## src/rtl/serial_add_ctrl.sv

```systemverilog
// Bit-serial adder: one full-adder cell sequenced LSB-first over WIDTH cycles behind a start/done handshake.
// Optional subtract mode enabled by defining SERIAL_ADD_SUB_EN (adds the `sub` input port).

module serial_add_fa (
  input  logic i_a,
  input  logic i_b,
  input  logic i_c,
  output logic o_s,
  output logic o_c
);
  assign o_s = i_a ^ i_b ^ i_c;
  assign o_c = (i_a & i_b) | (i_c & (i_a ^ i_b));
endmodule

module serial_add_ctrl #(
  parameter int WIDTH = 8
) (
  input  logic             clk,
  input  logic             rst,
  input  logic             start,
  input  logic [WIDTH-1:0] a,
  input  logic [WIDTH-1:0] b,
  input  logic             c_in,
`ifdef SERIAL_ADD_SUB_EN
  input  logic             sub,
`endif
  output logic             ready,
  output logic             busy,
  output logic [WIDTH-1:0] sum,
  output logic             c_out,
  output logic             done
);
  localparam int CNT_W = $clog2(WIDTH + 1);

  generate
    if (WIDTH < 2 || WIDTH > 32) begin : g_bad_width
      $error("serial_add_ctrl: WIDTH must be in 2..32");
    end
  endgenerate

  typedef enum logic [1:0] {S_IDLE, S_RUN, S_DONE} state_t;

  state_t             r_state, w_next;
  logic [WIDTH-1:0]   r_a_sr, r_b_sr, r_res, r_sum;
  logic [CNT_W-1:0]   r_cnt;
  logic               r_carry, r_cout;
  logic               w_accept, w_last, w_run;
  logic               w_fa_s, w_fa_c;
  logic [WIDTH-1:0]   w_b_load;
  logic               w_c_load;

  // Subtraction is a + ~b + 1; the inversion happens once at capture time.
`ifdef SERIAL_ADD_SUB_EN
  assign w_b_load = sub ? ~b : b;
  assign w_c_load = sub ? 1'b1 : c_in;
`else
  assign w_b_load = b;
  assign w_c_load = c_in;
`endif

  assign w_run    = (r_state == S_RUN);
  assign w_last   = (r_cnt == CNT_W'(WIDTH - 1));
  assign w_accept = ready & start;

  serial_add_fa u_fa (
    .i_a (r_a_sr[0]),
    .i_b (r_b_sr[0]),
    .i_c (r_carry),
    .o_s (w_fa_s),
    .o_c (w_fa_c)
  );

  always_comb begin
    w_next = r_state;
    ready  = 1'b0;
    busy   = 1'b0;
    done   = 1'b0;
    case (r_state)
      S_IDLE: begin
        ready = 1'b1;
        if (start) w_next = S_RUN;
      end
      S_RUN: begin
        busy = 1'b1;
        if (w_last) w_next = S_DONE;
      end
      S_DONE: begin
        ready = 1'b1;
        done  = 1'b1;
        w_next = start ? S_RUN : S_IDLE;
      end
      default: w_next = S_IDLE;
    endcase
  end

  always_ff @(posedge clk) begin
    if (rst) r_state <= S_IDLE;
    else     r_state <= w_next;
  end

  always_ff @(posedge clk) begin
    if (rst) begin
      r_a_sr  <= '0;
      r_b_sr  <= '0;
      r_res   <= '0;
      r_carry <= 1'b0;
      r_cnt   <= '0;
      r_sum   <= '0;
      r_cout  <= 1'b0;
    end else begin
      if (w_accept) begin
        r_a_sr  <= a;
        r_b_sr  <= w_b_load;
        r_carry <= w_c_load;
        r_cnt   <= '0;
        r_res   <= '0;
      end else if (w_run) begin
        r_a_sr  <= {1'b0, r_a_sr[WIDTH-1:1]};
        r_b_sr  <= {1'b0, r_b_sr[WIDTH-1:1]};
        r_res   <= {w_fa_s, r_res[WIDTH-1:1]};
        r_carry <= w_fa_c;
        r_cnt   <= r_cnt + CNT_W'(1);
      end
      // Visible result only changes on entry to DONE, so it holds through the next RUN.
      if (w_run && w_last) begin
        r_sum  <= {w_fa_s, r_res[WIDTH-1:1]};
        r_cout <= w_fa_c;
      end
    end
  end

  assign sum   = r_sum;
  assign c_out = r_cout;

endmodule

```

## config.mk

```make
export PLATFORM = sky130hd
export DESIGN_NAME = serial_add_ctrl
export DESIGN_NICKNAME = d
export VERILOG_FILES = /design/src/rtl/serial_add_ctrl.sv
export SDC_FILE = /design/constraint.sdc
export NUM_CORES = 1
export LEC_CHECK = 0
export ABC_AREA = 1
export BUFFER_PORTS_ARGS = -buffer_cell sky130_fd_sc_hd__buf_2
export CAP_MARGIN = 15
export CORE_MARGIN = 1
export CORE_UTILIZATION = 40
export CTS_BUF_LIST = sky130_fd_sc_hd__clkbuf_4
export DETAILED_ROUTE_END_ITERATION = 7
export PLACE_DENSITY = 0.69
export SKIP_CTS_REPAIR_TIMING = 1
export SYNTH_ARGS = -nofsm -noshare
export SYNTH_HDL_FRONTEND = slang
export SYNTH_HIERARCHICAL = 1
export SYNTH_SLANG_ARGS = --single-unit
```

## constraint.sdc

```tcl
create_clock -name clk -period 1.2 [get_ports clk]
set_clock_uncertainty 0.05 [all_clocks]
set_input_delay 0.06 -clock clk [delete_from_list [all_inputs] [get_ports clk]]
set_output_delay 0.06 -clock clk [all_outputs]
set_load 0.1 [all_outputs]
```

==> flow_metrics.py <==
metrics = {
    "placed_design": {
        "dpl_cell_area_um2": 2190,
        "port_buffers": 31,
        "dpl.hpwl_mm": 2.61,
        "placed_cells": 353,
        "routabilityCongestion": 0.752,
    },
    "clock_network": {
        "clk_path_buf_depth": 2,
        "cts_root_buf": "clkbuf_4",
        "cts_buffers": 5,
        "cts_num_sinks": 39,
        "htreeDepth": 2,
        "path_clk_slew_ns": 0.11,
        "clock_latency_ns": 0.33,
        "tritoncts": "built",
    },
    "synth": {
        "syn_area_per_cell_um2": 6.96,
        "synthXorXnorAreaFrac_pct": 0,
        "synth_seq_cells": 39,
        "synth.mux.area_fraction_pct": 0,
        "synth_edf_count": 0,
        "syn_area_um2": 1830,
        "synth_top_family_by_area": "simple AND/OR/NAND/NOR gates",
        "async_flop_share_pct": 0,
        "yosysWarnings": 6,
        "synthAdderAreaFrac_pct": 1.78,
        "synth_nets": 285,
        "synth_most_common_cell": "nand2_1",
        "yosysUniqueCellTypes": 24,
        "synth_largest_area_cell": "dfxtp_1",
        "synthCells": 263,
        "synth-compound-area-share_pct": 10.2,
        "ys.flop_type": "dfxtp_1",
        "synth_area_leaders": "dfxtp_1 43%, nand2_1 13%, inv_1 9.2%, nor2_1 7.6%, nand3_1 5.2%",
        "synthSimpleGateAreaFrac_pct": 30.3,
        "yosys-top-cells-count": "63 x nand2_1, 45 x inv_1, 39 x dfxtp_1, 37 x nor2_1, 19 x nand3_1",
        "yosys.area.top_type_share_pct": 42.7,
        "seq_area_frac_synth_pct": 42.7,
    },
    "run_status": {
        "violations": "hold timing, setup timing",
        "status": "finished, violations left",
    },
    "final_layout": {
        "finish.cell_count_without_fillers": 367,
        "synthToLayoutAreaGrowth_pct": 31.2,
        "num_antenna_cells": 0,
        "final_cell_area_um2": 2400,
        "final.fill_count": 417,
        "seq_area_um2": 801,
        "multi_input_area_um2": 832,
        "finalNetCount": 338,
        "drive_above_1_share_pct": 32.4,
    },
    "route": {
        "wl_mm": 3.80,
        "wl_per_cell_um": 10.4,
        "drt_iter0_drc": 67,
        "via_per_inst": 4.60,
        "drt.antenna.violating_nets": 0,
        "drc": 0,
        "drt_first_pass_iters": 4,
        "dr_total_vias": 1690,
    },
    "timing": {
        "hold_viol": 4,
        "fin_crit_ns": 1.32,
        "slew_viol_final": 0,
        "max_slew_margin_pct": 80.0,
        "setup_ws_ns": -0.118,
        "final.period_utilization_pct": 110,
        "rsz0062_at_grt": "yes",
        "tightest_slew_ns": 0.302,
        "finalSetupViolCount": 3,
        "timing.hold.ws_ns": -0.00813,
        "max_freq_mhz": 759,
    },
    "worst_setup_path": {
        "path_class": "flop to output port",
        "cp_max_fo": 6,
        "slowest_stage": "dfxtp_2",
        "path_cells": "inv_2, nand2_4, inv_4, buf_6, buf_12",
        "required_ns": 1.09,
        "max_stage_delay_ns": 0.33,
        "critPathArrivalTime_ns": 1.21,
        "critPathLaunchType": "flop",
        "worstSetupEndpointType": "output port",
    },
    "die": {
        "dieHeight_um": 69.7,
        "start_util_pct": 41.8,
        "dieWidth_um": 69.7,
        "core_area_um2": 4380,
        "rows": 24,
        "dieArea_um2": 4850,
        "ios": 32,
    },
    "pwr": {
        "ir_drop_mv": 0.518,
        "leakage_nw": 1.18,
        "p_per_area_nw_per_um2": 1080,
        "fin_total_pwr_w": 0.00259,
    },
    "global_routing": {
        "grt_pass1_vias": 1551,
        "grt_max_degree": 14,
        "grt-ovfl-total": 0,
        "antenna_found_initial": 0,
        "grt_pass1_wl_mm": 6.63,
        "track_usage_pct": 16.9,
    },
    "hold_path": {
        "hold_class": "input pin to flop",
    },
    "run": {
        "maxCapViolations": 0,
    },
}
-- path summary, 6_finish.rpt --
| path | cells after the start | to | from | slack [ns] |
|---|---|---|---|---|
| max reg2reg | 5 | sum[7] | r_a_sr[0] | -0.04 |
| max | 5 | busy | r_state[1] | -0.12 |
| min reg2reg | 2 | r_res[4] | r_res[5] | 0.42 |
| min | 5 | r_b_sr[4] | b[4] | -0.008 |
-- cell families (layout without fill, tap and decap cells) --
family | Yosys count | after routing
buffers and inverters | 60 | 112
adders and majority gates | 2 | 2
and+or+nand+nor | 127 | 127
DFF | 39 | 39
AOI/OAI and AO/OA | 35 | 35
-- stage by stage --
step | utilization (%) | TNS, ns | setup slack (ns)
detailed placement | 49.9 | -0.798 | -0.0964
floorplan | - | -1.21 | -0.146
global placement | 49.9 | -0.411 | -0.0539
CTS | 50.9 | -2.13 | -0.335
global route | 54.8 | -1.06 | -0.183
finish | 54.8 | -0.247 | -0.118
-- where the power goes --
group          leakage [nW]  internal [W]  switching (W)
registers             0.326       0.00137      0.0000467
logic                 0.822      0.000241       0.000305
clock network        0.0276      0.000231       0.000398
-- critical path, delay by kind of cell, from the launching register on --
kind                   cells  cell delay, ns
buffers and inverters      4            0.44
flip-flops                 1            0.33
AND/OR/NAND/NOR            1            0.10
-- state kept, by name (all words and copies together) (netlist names) --
name / count
r_carry: 1
c_out: 1
r_b_sr: 8
r_res: 7
r_a_sr: 8
sum: 8
r_state: 2
r_cnt: 4
-- layout make-up --
cell class              count  area share (%)
inverters                  49            7.97
well taps                  52            2.71
repair buffers             57            19.4
multi-input cells         164            34.7
flip-flops and latches     39            33.4
clock buffers               6            1.88
-- per-layer routing --
layer / track usage, % / vias up / share of wire, %
li1: - / 901 / -
met1: 21.2 / 746 / 47
met2: 28.3 / 38 / 47
met3: 4.51 / 5 / 4.1
met4: 5.56 / 0 / 1.4
met5: 0 / - / 0
-- cells in the final DEF (no fill, tap or decap), types with 11 or more instances in the layout --
cell | Yosys | layout
a21oi_1 | 15 | 12
buf_2 | 2 | 20
buf_4 | 2 | 15
clkbuf_4 | 0 | 15
dfxtp_1 | 39 | 25
dfxtp_2 | 0 | 13
inv_1 | 45 | 44
nand2_1 | 63 | 62
nand3_1 | 19 | 18
nor2_1 | 37 | 34
o21ai_0 | 16 | 11
Power figures use the tool's default switching activity.
